**src/rtl/cpu_pkg.sv**
```systemverilog
`timescale 1ns/1ps
`default_nettype none
// ============================================================================
// cpu_pkg : shared PC width, reset vector, fetch-sequencer states, PC increment
// Revision: 1.0
// ============================================================================
package cpu_pkg;

   localparam int          PC_W     = 12;
   localparam logic [11:0] RESET_PC = 12'd0;

   typedef enum logic [1:0] {
      PCS_BOOT = 2'd0,
      PCS_RUN  = 2'd1,
      PCS_HOLD = 2'd2
   } pcs_state_t;

   // Wraps naturally because the result is truncated to PC_W bits.
   function automatic logic [PC_W-1:0] pc_inc(input logic [PC_W-1:0] pc);
      return pc + {{(PC_W-1){1'b0}}, 1'b1};
   endfunction

endpackage : cpu_pkg
`default_nettype wire

```
**src/rtl/pc_redirect_buf.sv**
```systemverilog
`timescale 1ns/1ps
`default_nettype none
// ============================================================================
// pc_redirect_buf : one-entry pending-redirect register, branch beats jump
// Revision: 1.0
// ============================================================================
module pc_redirect_buf
   import cpu_pkg::*;
#(
   parameter int PC_W = cpu_pkg::PC_W
) (
   input  logic            clk,
   input  logic            clr,
   input  logic            capture,
   input  logic            clear,
   input  logic            br_taken,
   input  logic [PC_W-1:0] br_target,
   input  logic            jump,
   input  logic [PC_W-1:0] jump_target,
   output logic            redir,
   output logic [PC_W-1:0] sel_target,
   output logic            pend_valid,
   output logic [PC_W-1:0] pend_target
);

   logic            pend_valid_d, pend_valid_q;
   logic [PC_W-1:0] pend_target_d, pend_target_q;

   always_comb begin
      redir         = br_taken | jump;
      sel_target    = br_taken ? br_target : jump_target;
      pend_valid_d  = pend_valid_q;
      pend_target_d = pend_target_q;
      // A fresh capture always wins over a clear in the same cycle.
      if (capture) begin
         pend_valid_d  = 1'b1;
         pend_target_d = sel_target;
      end else if (clear) begin
         pend_valid_d  = 1'b0;
      end
   end

   always_ff @(posedge clk or posedge clr) begin
      if (clr) begin
         pend_valid_q  <= 1'b0;
         pend_target_q <= '0;
      end else begin
         pend_valid_q  <= pend_valid_d;
         pend_target_q <= pend_target_d;
      end
   end

   assign pend_valid  = pend_valid_q;
   assign pend_target = pend_target_q;

endmodule : pc_redirect_buf
`default_nettype wire

```
**src/rtl/pc_fetch_sequencer.sv**
```systemverilog
`timescale 1ns/1ps
`default_nettype none
// ============================================================================
// pc_fetch_sequencer : next-PC selection, PC register write and imem fetch
// Revision: 1.0
// ============================================================================
module pc_fetch_sequencer
   import cpu_pkg::*;
#(
   parameter int              PC_W     = cpu_pkg::PC_W,
   parameter logic [PC_W-1:0] RESET_PC = cpu_pkg::RESET_PC
) (
   input  logic            clk,
   input  logic            clr,
   input  logic            stall,
   input  logic            br_taken,
   input  logic [PC_W-1:0] br_target,
   input  logic            jump,
   input  logic [PC_W-1:0] jump_target,
   input  logic            fetch_ready,
   output logic            fetch_valid,
   output logic [PC_W-1:0] fetch_pc,
   output logic [PC_W-1:0] pc_next,
   output logic            pc_en,
   output logic            flush
);

   pcs_state_t      state_d, state_q;
   logic            fetch_valid_d, fetch_valid_q;
   logic            flush_d, flush_q;
   logic [PC_W-1:0] fetch_pc_d, fetch_pc_q;

   logic            pc_wr;
   logic            capture;
   logic            pend_clr;
   logic            redir;
   logic [PC_W-1:0] sel_target;
   logic            pend_valid;
   logic [PC_W-1:0] pend_target;

   pc_redirect_buf #(
      .PC_W (PC_W)
   ) u_redirect_buf (
      .clk         (clk),
      .clr         (clr),
      .capture     (capture),
      .clear       (pend_clr),
      .br_taken    (br_taken),
      .br_target   (br_target),
      .jump        (jump),
      .jump_target (jump_target),
      .redir       (redir),
      .sel_target  (sel_target),
      .pend_valid  (pend_valid),
      .pend_target (pend_target)
   );

   always_comb begin
      state_d       = state_q;
      fetch_valid_d = fetch_valid_q;
      flush_d       = 1'b0;
      pc_next       = fetch_pc_q;
      pc_wr         = 1'b0;
      capture       = 1'b0;
      pend_clr      = 1'b0;

      case (state_q)
         PCS_BOOT: begin
            state_d       = PCS_RUN;
            fetch_valid_d = 1'b1;
         end

         PCS_RUN: begin
            if (stall) begin
               state_d = PCS_HOLD;
               capture = redir;
            end else if (redir) begin
               pc_next = sel_target;
               pc_wr   = 1'b1;
               flush_d = 1'b1;
            end else if (fetch_ready) begin
               pc_next = pc_inc(fetch_pc_q);
               pc_wr   = 1'b1;
            end
         end

         PCS_HOLD: begin
            if (stall) begin
               capture = redir;
            end else begin
               // A live redirect on release supersedes whatever was parked.
               state_d  = PCS_RUN;
               pend_clr = 1'b1;
               if (redir) begin
                  pc_next = sel_target;
                  pc_wr   = 1'b1;
                  flush_d = 1'b1;
               end else if (pend_valid) begin
                  pc_next = pend_target;
                  pc_wr   = 1'b1;
                  flush_d = 1'b1;
               end else if (fetch_ready) begin
                  pc_next = pc_inc(fetch_pc_q);
                  pc_wr   = 1'b1;
               end
            end
         end

         default: begin
            state_d       = PCS_BOOT;
            fetch_valid_d = 1'b0;
         end
      endcase

      fetch_pc_d = pc_wr ? pc_next : fetch_pc_q;
      pc_en      = pc_wr & ~clr;
   end

   always_ff @(posedge clk or posedge clr) begin
      if (clr) begin
         state_q       <= PCS_BOOT;
         fetch_valid_q <= 1'b0;
         flush_q       <= 1'b0;
         fetch_pc_q    <= RESET_PC;
      end else begin
         state_q       <= state_d;
         fetch_valid_q <= fetch_valid_d;
         flush_q       <= flush_d;
         fetch_pc_q    <= fetch_pc_d;
      end
   end

   assign fetch_valid = fetch_valid_q;
   assign flush       = flush_q;
   assign fetch_pc    = fetch_pc_q;

endmodule : pc_fetch_sequencer
`default_nettype wire

```
**config.mk**
```make
export PLATFORM = sky130hd
export DESIGN_NAME = pc_fetch_sequencer
export DESIGN_NICKNAME = d
export VERILOG_FILES = /design/src/rtl/cpu_pkg.sv /design/src/rtl/pc_redirect_buf.sv /design/src/rtl/pc_fetch_sequencer.sv
export SDC_FILE = /design/constraint.sdc
export NUM_CORES = 1
export LEC_CHECK = 0
export CORE_ASPECT_RATIO = 0.9
export CORE_UTILIZATION = 50
export CTS_CLUSTER_DIAMETER = 50
export DETAILED_ROUTE_END_ITERATION = 8
export GPL_TIMING_DRIVEN = 0
export PLACE_DENSITY_LB_ADDON = 0.25
export SYNTH_ARGS = -nofsm -noshare
export SYNTH_HDL_FRONTEND = slang
export SYNTH_HIERARCHICAL = 1
export SYNTH_SLANG_ARGS = --single-unit
```
**constraint.sdc**
```tcl
create_clock -name clk -period 3 [get_ports clk]
set_input_delay 0.6 -clock clk [delete_from_list [all_inputs] [get_ports clk]]
set_output_delay 0.6 -clock clk [all_outputs]
set_load 0.05 [all_outputs]
```
==> impl_metrics.py, run 1 <==
metrics = {
    "worst_setup_path": {
        "cpPeakStageDelay_ns": 0.40,
        "crit_family": "buffers and inverters",
        "timing.critical_path.fanout_max": 10,
        "worstPathRequired_ns": 2.40,
        "critical_path.endpoint_type": "output pin",
        "cp_num_buf_inv": 3,
        "timing.critical_path.from_type": "flip-flop",
        "critical-path-slowest-cell": "sky130_fd_sc_hd__dfrtp_1",
        "crit-reg2reg-launch": "state_q[0]",
        "ff2ff_path_depth": 7,
        "crit_path_cell_trace": "inv_1 > ha_1 > buf_4 > nor2b_2 > o211ai_1 > a221oi_2 > buf_6",
        "path_class": "flip-flop to output pin",
        "worst-endpoint-arrival_ns": 2.36,
        "regToRegSetupSlack_ns": 0.38,
        "rr_endpoint": "u_redirect_buf/pend_target[9]",
    },
    "global_routing": {
        "grt_pass1_vias": 2321,
        "maximum_number_of_pins_on_one_net_before_global_route_repair": 17,
        "grt_antenna_before_repair": 0,
        "grtUsageTotal": 0.327,
        "grt-ovfl-total": 0,
        "grt_first_pass_wirelength_um": 11700,
    },
    "yosys": {
        "syn_avg_cell_area_um2": 9.81,
        "synthesis.yosys.warnings": 6,
        "synth_seq_cells": 29,
        "synthesis.instances": 238,
        "netlist_area_um2": 2330,
        "synth_area_leaders": "sky130_fd_sc_hd__dfrtp_1 31%, sky130_fd_sc_hd__mux2_4 12%, sky130_fd_sc_hd__mux2_2 5.8%, sky130_fd_sc_hd__nand3_1 3.0%, sky130_fd_sc_hd__ha_1 2.7%",
        "netlist.area_leader.share": 0.311,
        "synth_async_sr_flop_share": 1.00,
        "synth_edf_count": 0,
        "synth_sequential_area_ratio": 0.311,
        "postSynthNetCount": 273,
        "synth_flop_cell": "sky130_fd_sc_hd__dfrtp_1",
        "netlist.top_cell.by_area": "sky130_fd_sc_hd__dfrtp_1",
        "synth.lib_cells_used.distinct": 59,
    },
    "floorplan": {
        "core_area_um2": 4460,
        "floorplan.io_pins": 57,
        "die-area_um2": 4950,
        "floorplan.die.height_um": 66.8,
        "core.rowCount": 23,
        "initial_utilization": 0.523,
        "fp.dieW_um": 74.0,
    },
    "layout": {
        "nets": 345,
        "fill_cells": 306,
        "diodes": 0,
        "most_common_cell_after_layout_fill_and_taps_aside": "sky130_fd_sc_hd__clkdlybuf4s50_1",
        "layout-drive-gt1-share": 0.418,
        "mostFrequentLayoutCells": "39 x sky130_fd_sc_hd__clkdlybuf4s50_1, 28 x sky130_fd_sc_hd__dfrtp_1, 21 x sky130_fd_sc_hd__buf_4",
        "areaGrowthSynthToFinish_pct": 47.6,
        "share_of_the_core_filled_with_cells_in_the_final_layout": 0.773,
    },
    "power": {
        "clock_power_share": 0.112,
        "switching_share": 0.510,
        "p_leak_nw": 1.40,
        "cell_internal_pwr_w": 0.00163,
        "comb_power_share": 0.659,
        "seq_power_share": 0.229,
        "net-switching-power_w": 0.00170,
        "ir_worst_vdd_mv": 0.581,
        "power-per-cell-area_nw_per_um2": 966,
    },
    "cts": {
        "cts-buffers-inserted": 5,
        "path_clk_slew_ns": 0.06,
        "cts_root_buffer": "sky130_fd_sc_hd__clkbuf_8",
        "cts-root-to-sink-buffers": 2,
        "cts_hold_buf": 0,
        "insertion_delay_ns": 0.29,
        "tritoncts": "yes",
        "clkSinkCount": 29,
        "htree_num_levels": 2,
    },
    "timing": {
        "maxSlewViolCount": 0,
        "post-route-period-util": 0.988,
        "finClkSkew_ns": 0.00875,
        "max_slew_margin": 0.524,
        "setup_repair_after_global_routing_missed_its_margin": "true",
        "timing.hold.ws_ns": 0.507,
        "worst-slew-pin-transition_ns": 0.713,
        "final_hold_viols": 0,
        "max_freq_ghz": 0.338,
        "timing.final.setup_violations": 0,
        "fin_crit_ns": 2.96,
    },
    "drt": {
        "totalWireLength_um": 7560,
        "first_pass_iters": 5,
        "initialDrtViolationCount": 274,
        "drc": 0,
        "drt-vias-per-instance": 6.57,
        "wire_per_inst_um": 20.3,
        "via_count": 2452,
        "antenna_violating_nets_left": 0,
    },
    "worst_hold_path": {
        "hp-start": "fetch_valid",
        "worstHoldPathCells": 1,
        "endpoint_of_the_worst_hold_path": "fetch_valid",
        "class_of_the_tightest_hold_or_removal_check": "flip-flop to flip-flop",
    },
    "status": {
        "outcome": "complete, no violations",
    },
    "run": {
        "maximum_capacitance_violations": 0,
    },
    "placement": {
        "gp_congestion": 0.960,
        "post_dp_hpwl_um": 4820,
        "io_buffer_count": 56,
    },
}
==> Yosys cell counts, types with 5 or more instances <==
library cell,n
sky130_fd_sc_hd__dfrtp_1,29
sky130_fd_sc_hd__mux2_4,18
sky130_fd_sc_hd__nand3_1,14
sky130_fd_sc_hd__inv_1,12
sky130_fd_sc_hd__mux2_2,12
sky130_fd_sc_hd__o21ai_0,10
sky130_fd_sc_hd__nand2_1,8
sky130_fd_sc_hd__nor2_1,8
sky130_fd_sc_hd__buf_2,7
sky130_fd_sc_hd__a2111oi_0,5
sky130_fd_sc_hd__clkbuf_1,5
sky130_fd_sc_hd__ha_1,5
sky130_fd_sc_hd__nand4_1,5
sky130_fd_sc_hd__nor3_1,5
sky130_fd_sc_hd__o22ai_1,5
==> layout make-up <==
cell class / instances / area (um2) / share of cell area
clock buffers: 7 / 96.3 / 0.0279
repair buffers: 69 / 664 / 0.193
inverters: 13 / 50.0 / 0.0145
flip-flops and latches: 29 / 727 / 0.211
well taps: 62 / 77.6 / 0.0225
clock inverters: 1 / 5.00 / 0.00145
multi-input cells: 176 / 1710 / 0.497
plain buffers: 16 / 113 / 0.0327
==> metal layers <==
| layer | track usage | routed length [um] | up-vias |
|---|---|---|---|
| li1 | - | - | 1062 |
| met1 | 0.441 | 3250 | 1201 |
| met2 | 0.498 | 3420 | 159 |
| met3 | 0.0620 | 642 | 30 |
| met4 | 0.156 | 250 | 0 |
| met5 | 0 | 0 | - |
==> cell families (layout without fill, tap and decap cells) <==
group | count (synthesis) | count (layout) | share of synthesized area
adders and majority gates | 5 | 5 | 0.0268
muxes | 31 | 31 | 0.178
buffers and inverters | 33 | 106 | 0.0734
and+or+nand+nor | 66 | 66 | 0.158
AOI/OAI and AO/OA | 72 | 72 | 0.245
xor gates and xnor gates | 2 | 2 | 0.00750
DFF | 29 | 29 | 0.311
==> registers in the layout, summed over array words and instances, names as in the netlist <==
register                    cells
fetch_pc                       12
u_redirect_buf/pend_target     12
state_q                         2
fetch_valid                     1
flush                           1
u_redirect_buf/pend_valid       1
==> repair_timing <==
action	4_1_cts	5_1_grt
cloned	1	0
gates resized for setup	124	14
pin swaps	8	7
setup endpoints to repair	13	12
buffers inserted	12	0
==> worst register-to-register path, stage by stage, from the launching register on <==
cell and delay (ns):
sky130_fd_sc_hd__dfrtp_1 0.40, sky130_fd_sc_hd__inv_1 0.08, sky130_fd_sc_hd__ha_1 0.36, sky130_fd_sc_hd__inv_1 0.07, sky130_fd_sc_hd__clkbuf_2 0.27, sky130_fd_sc_hd__nor3_1 0.60, sky130_fd_sc_hd__buf_4 0.36, sky130_fd_sc_hd__mux2_2 0.37
==> how the worst max path moves through the flow <==
| stage | start | end | cells past startpoint |
|---|---|---|---|
| 2_1_floorplan | fetch_pc[1] | pc_next[10] | 5 |
| 3_3_place_gp | br_taken | pc_next[7] | 9 |
| 3_5_place_dp | br_taken | pc_next[7] | 9 |
| 4_1_cts | br_taken | pc_next[9] | 10 |
| 5_1_grt | state_q[0] | pc_next[0] | 7 |
| 6_report | state_q[0] | pc_next[0] | 7 |
==> power groups by stage <==
stage | sequential (W) | clock [W] | combinational, W
floorplan | 0.000883 | 0 | 0.00127
global placement | 0.000725 | 0 | 0.00199
detailed placement | 0.000731 | 0 | 0.00201
CTS | 0.000743 | 0.000374 | 0.00213
global route | 0.000778 | 0.000387 | 0.00230
finish | 0.000762 | 0.000374 | 0.00219
==> per-stage QoR <==
step                TNS [ns]  setup slack [ns]  instances  total power, W  instance area (um2)
floorplan             -0.341            -0.116        238         0.00215                 2420
global placement      -16.51             -1.48        356         0.00271                 3060
detailed placement    -16.83             -1.47        356         0.00274                 3060
CTS                  -0.0637           -0.0534        374         0.00325                 3390
global route          -0.130           -0.0770        373         0.00347                 3450
finish                     0            0.0375        373         0.00333                 3450
Note: power is estimated with default switching activity, not from simulation.
==> run 2, diff against run 1 <==
- CORE_ASPECT_RATIO: 0.9 -> not set
==> run 2 against run 1 <==
Effect of this change:
- die area barely moved
- clock power fell by 10%
- critical path type is now primary input to output pin
- combinational power rose by 3%
- non-clock buffer count fell by 1
- highest routed layer unchanged
- global-route usage fell by 1.1 points
- worst setup slack improved by 0.0061 ns
- flip-flop and latch count did not move
- clock skew fell by 0.0065 ns
- worst hold slack barely moved
==> impl_metrics.py, run 2 (synthesis results as in run 1) <==
metrics = {
    "global_routing": {
        "grt-ovfl-total": 0,
        "grt_antenna_before_repair": 0,
        "maximum_number_of_pins_on_one_net_before_global_route_repair": 17,
        "grtUsageTotal": 0.316,
        "grt_pass1_vias": 2360,
        "grt_first_pass_wirelength_um": 12000,
    },
    "layout": {
        "diodes": 0,
        "fill_cells": 291,
        "share_of_the_core_filled_with_cells_in_the_final_layout": 0.772,
        "layout-drive-gt1-share": 0.417,
        "mostFrequentLayoutCells": "39 x sky130_fd_sc_hd__clkdlybuf4s50_1, 28 x sky130_fd_sc_hd__dfrtp_1, 18 x sky130_fd_sc_hd__mux2_4",
        "areaGrowthSynthToFinish_pct": 46.0,
        "final_cell_count_no_fill": 361,
        "nets": 344,
        "most_common_cell_after_layout_fill_and_taps_aside": "sky130_fd_sc_hd__clkdlybuf4s50_1",
    },
    "floorplan": {
        "core_area_um2": 4410,
        "floorplan.die.height_um": 70.3,
        "die-area_um2": 4950,
        "floorplan.io_pins": 57,
        "initial_utilization": 0.529,
        "core.rowCount": 24,
        "fp.dieW_um": 70.3,
    },
    "worst_setup_path": {
        "crit_path_cell_trace": "buf_8 > or2_4 > buf_6 > or4b_4 > buf_8 > o221a_4 > nor2_4 > nor3_2 > buf_6",
        "timing.critical_path.fanout_max": 5,
        "cpPeakStageDelay_ns": 0.57,
        "path_class": "primary input to output pin",
        "worstPathRequired_ns": 2.40,
        "critical-path-slowest-cell": "sky130_fd_sc_hd__or4b_4",
        "critical_path.endpoint_type": "output pin",
        "worst-endpoint-arrival_ns": 2.36,
        "timing.critical_path.from_type": "primary input",
    },
    "cts": {
        "cts_hold_buf": 0,
        "cts-buffers-inserted": 5,
        "cts_root_buffer": "sky130_fd_sc_hd__clkbuf_8",
        "htree_num_levels": 2,
        "cts-root-to-sink-buffers": 2,
        "insertion_delay_ns": 0.29,
        "path_clk_slew_ns": 0.06,
        "tritoncts": "yes",
        "clkSinkCount": 29,
    },
    "timing": {
        "finClkSkew_ns": 0.00229,
        "fin_crit_ns": 2.96,
        "final_hold_viols": 0,
        "maxSlewViolCount": 0,
        "worst-slew-pin-transition_ns": 0.700,
        "max_slew_margin": 0.530,
        "timing.final.setup_violations": 0,
        "max_freq_ghz": 0.338,
        "post-route-period-util": 0.985,
        "timing.hold.ws_ns": 0.507,
    },
    "drt": {
        "detail_route.wirelength.met1_um": 3080,
        "initialDrtViolationCount": 237,
        "antenna_violating_nets_left": 0,
        "route.met2.wl_um": 3340,
        "dr.max_layer_used": "met4",
        "totalWireLength_um": 7370,
        "via_count": 2406,
        "drt-vias-per-instance": 6.66,
        "route.met3.wl_um": 706,
        "wire_per_inst_um": 20.4,
        "drc": 0,
        "first_pass_iters": 7,
    },
    "placement": {
        "io_buffer_count": 56,
        "post_dp_hpwl_um": 4640,
        "gp_congestion": 0.872,
        "place_inst": 346,
    },
    "power": {
        "seq_power_share": 0.228,
        "comb_power_share": 0.672,
        "ir_worst_vdd_mv": 0.506,
        "net-switching-power_w": 0.00171,
        "cell_internal_pwr_w": 0.00165,
        "power-per-cell-area_nw_per_um2": 984,
        "clock_power_share": 0.100,
        "switching_share": 0.509,
        "p_leak_nw": 1.38,
    },
    "status": {
        "outcome": "complete, no violations",
    },
    "run": {
        "maximum_capacitance_violations": 0,
    },
    "worst_hold_path": {
        "class_of_the_tightest_hold_or_removal_check": "flip-flop to flip-flop",
    },
}
## run 2: changes by cell type in the layout (fill, tap and decap cells not counted), moves of 2 or more
cell	change
sky130_fd_sc_hd__buf_4	-4
sky130_fd_sc_hd__buf_6	+2
sky130_fd_sc_hd__ha_1	-2
sky130_fd_sc_hd__ha_2	+2
## run 2: final timing paths
| path | start | to | slack [ns] | depth (start not counted) |
|---|---|---|---|---|
| setup reg to reg | state_q[0] | u_redirect_buf/pend_target[9] | 0.29 | 7 |
| hold reg to reg | fetch_valid | fetch_valid | 0.51 | 1 |
| setup / recovery | br_taken | pc_next[9] | 0.04 | 9 |
| min in group asynchronous | clr | u_redirect_buf/pend_target[6] | 0.77 | 2 |
| max in group asynchronous | clr | fetch_pc[1] | 1.73 | 2 |
| hold / removal | fetch_valid | fetch_valid | 0.51 | 1 |
## run 2: critical path, delay by kind of cell
family | cells | cell delay (ns)
simple gates | 4 | 0.95
buf+inv | 4 | 0.55
compound gates | 1 | 0.24
## run 2: routing by layer
layer | GRT usage | vias to the layer above
met1 | 0.410 | 1164
met2 | 0.492 | 157
met3 | 0.0779 | 27
met5 | 0 | -
met4 | 0.147 | 0
li1 | - | 1058
## run 2: area by class of cell
class	instances	area, um2	share of cell area
tap	52	65.1	0.0191
clock buffer	7	86.3	0.0253
buffer	16	119	0.0349
inverter	13	50.0	0.0147
timing repair buffer	68	658	0.193
sequential	29	727	0.213
multi-input combinational	176	1700	0.500
## run 2: power by group through the flow
stage / Sequential [W] / Clock [W] / Combinational [W]
2_1_floorplan: 0.000883 / 0 / 0.00127
3_3_place_gp: 0.000723 / 0 / 0.00198
3_5_place_dp: 0.000730 / 0 / 0.00201
4_1_cts: 0.000750 / 0.000334 / 0.00216
5_1_grt: 0.000784 / 0.000357 / 0.00236
6_report: 0.000763 / 0.000336 / 0.00225
## run 2: repair_timing
item                                    in CTS  in global routing
setup buffers                                9                  2
pin swaps                                    9                  7
gates resized for setup                    130                 12
endpoints found under the setup margin      14                 13
cloned                                       1                  0
## run 2: per-stage QoR
stage / setup TNS (ns) / total power, W / setup slack, ns / instance area [um2]
finish: 0 / 0.00335 / 0.0435 / 3410
global placement: -16.97 / 0.00271 / -1.51 / 3040
global route: -0.0101 / 0.00350 / -0.00932 / 3410
CTS: -0.0688 / 0.00324 / -0.0445 / 3370
detailed placement: -17.58 / 0.00274 / -1.50 / 3040
floorplan: -0.341 / 0.00215 / -0.116 / 2420
==> run 3, diff against run 2 <==
- CORE_UTILIZATION: 50 -> 62
- DONT_BUFFER_PORTS: not set -> 1
==> run 3 against run 2 <==
Effect of this change:
- the run now ends with negative setup slack left
- first-iteration DRC count up 0.42%
- clock power increased by 11%
- via count down 5.1%
- highest routed layer unchanged
- sequential share of layout area grew 3.9 points
- global-route usage grew 8.2 points
- sequential power is 30% higher
- non-clock buffer count decreased by 62
- die area decreased by 19%
- final cell count shrank 19%
- clock skew is 0.0070 ns higher
- design area decreased by 14%
- critical path depth decreased by 3
==> impl_metrics.py, run 3 (synthesis results as in run 1) <==
metrics = {
    "timing": {
        "timing.final.setup_violations": 1,
        "setup_repair_after_global_routing_missed_its_margin": "true",
        "max_slew_margin": 0.494,
        "final.setup.worst_slack_ns": -0.0144,
        "fin_crit_ns": 3.01,
        "post-route-period-util": 1.00,
        "worst-slew-pin-transition_ns": 0.754,
        "final_hold_viols": 0,
        "finClkSkew_ns": 0.00931,
        "maxSlewViolCount": 0,
        "max_freq_ghz": 0.332,
    },
    "worst_setup_path": {
        "worstSetupStartpoint": "fetch_pc[1]",
        "critical_path.endpoint_type": "output pin",
        "worstPathRequired_ns": 2.40,
        "crit-reg2reg-launch": "state_q[1]",
        "rr_endpoint": "u_redirect_buf/pend_target[9]",
        "regToRegSetupSlack_ns": 0.38,
        "timing.critical_path.from_type": "flip-flop",
        "worst-endpoint-arrival_ns": 2.41,
        "path_class": "flip-flop to output pin",
        "ff2ff_path_depth": 7,
        "timing.critical_path.fanout_max": 7,
    },
    "drt": {
        "wire_per_inst_um": 26.4,
        "first_pass_iters": 5,
        "initialDrtViolationCount": 238,
        "drt-vias-per-instance": 7.77,
        "totalWireLength_um": 7760,
        "antenna_violating_nets_left": 0,
        "drc": 0,
        "via_count": 2283,
    },
    "global_routing": {
        "grtUsageTotal": 0.397,
        "grt_pass1_vias": 2328,
        "grt-ovfl-total": 0,
        "grt_first_pass_wirelength_um": 12000,
        "maximum_number_of_pins_on_one_net_before_global_route_repair": 17,
        "grt_antenna_before_repair": 0,
    },
    "placement": {
        "io_buffer_count": 0,
        "gp_congestion": 1.01,
        "preCtsSetupSlack_ns": -0.392,
        "place_inst": 284,
        "post_dp_hpwl_um": 4650,
    },
    "floorplan": {
        "initial_utilization": 0.673,
        "floorplan.io_pins": 57,
        "fp.dieW_um": 63.4,
        "floorplan.die.height_um": 63.4,
        "core_area_um2": 3470,
        "die-area_um2": 4020,
        "core.rowCount": 21,
    },
    "power": {
        "power-per-cell-area_nw_per_um2": 1100,
        "ir_worst_vdd_mv": 0.687,
        "p_leak_nw": 1.11,
    },
    "status": {
        "outcome": "finished with violations",
        "failed_checks": "negative setup slack",
    },
    "layout": {
        "areaGrowthSynthToFinish_pct": 26.1,
        "nets": 282,
        "diodes": 0,
        "final_cell_count_no_fill": 294,
        "mostFrequentLayoutCells": "18 x sky130_fd_sc_hd__dfrtp_1, 18 x sky130_fd_sc_hd__mux2_4, 14 x sky130_fd_sc_hd__nand3_1",
        "layout-drive-gt1-share": 0.460,
    },
    "cts": {
        "clkSinkCount": 29,
        "path_clk_slew_ns": 0.07,
        "cts_hold_buf": 0,
        "cts_root_buffer": "sky130_fd_sc_hd__clkbuf_8",
        "htree_num_levels": 2,
        "cts-buffers-inserted": 5,
        "insertion_delay_ns": 0.29,
        "tritoncts": "yes",
        "cts-root-to-sink-buffers": 2,
    },
    "run": {
        "maximum_capacitance_violations": 0,
    },
    "worst_hold_path": {
        "class_of_the_tightest_hold_or_removal_check": "primary input to async pin",
    },
}
run 3: cell type report:
type	instances	area, um2
multi-input cells	176	1800
flip-flops and latches	29	742
fillers	190	524
plain buffers	17	156
clock buffers	7	96.3
well taps	46	57.6
inverters	13	48.8
repair buffers	5	35.0
clock inverters	1	5.00
run 3: repair_timing:
| item | CTS | global route |
|---|---|---|
| buffers inserted | 3 | 2 |
| pin swaps | 6 | 12 |
| endpoints found under the setup margin | 13 | 13 |
| gates resized for setup | 50 | 35 |
run 3: power breakdown:
part / leakage (nW) / switching, W / total, W / internal (W)
combinational: 0.714 / 0.00115 / 0.00187 / 0.000723
clock: 0.0542 / 0.000166 / 0.000374 / 0.000207
sequential: 0.347 / 0.000431 / 0.000989 / 0.000559
total: 1.11 / 0.00175 / 0.00323 / 0.00149
run 3: through the flow:
step	hold slack, ns	util	TNS, ns	instance area [um2]	total power (W)
6_report	0.253	0.849	-0.0144	2940	0.00323
4_1_cts	0.266	0.817	-0.226	2830	0.00305
2_1_floorplan	0.477	-	-0.341	2420	0.00215
5_1_grt	0.270	0.849	-0.194	2940	0.00333
3_5_place_dp	0.530	0.714	-3.25	2470	0.00245
3_3_place_gp	0.522	0.714	-2.80	2470	0.00241
run 3: worst max-delay path by stage:
stage,end,slack (ns)
after global placement,pc_next[7],-0.37
after global routing,pc_next[10],-0.05
after floorplan,pc_next[10],-0.12
after detailed placement,pc_next[10],-0.39
after CTS,pc_next[5],-0.09
final,pc_next[10],-0.01
run 3: worst max-delay path: stages (launching register included):
cell                        delay, ns
sky130_fd_sc_hd__dfrtp_4         0.56
sky130_fd_sc_hd__ha_1            0.26
sky130_fd_sc_hd__nand4_1         0.13
sky130_fd_sc_hd__buf_4           0.19
sky130_fd_sc_hd__nor4_2          0.37
sky130_fd_sc_hd__a2111oi_4       0.11
sky130_fd_sc_hd__o32ai_4         0.52
run 3: metal layers:
metal  GRT usage  vias to the layer above  share of wire
li1            -                      930              -
met1       0.491                     1111           0.37
met2       0.648                      198           0.48
met3      0.0888                       44           0.11
met4       0.196                        0          0.040
met5           0                        -              0
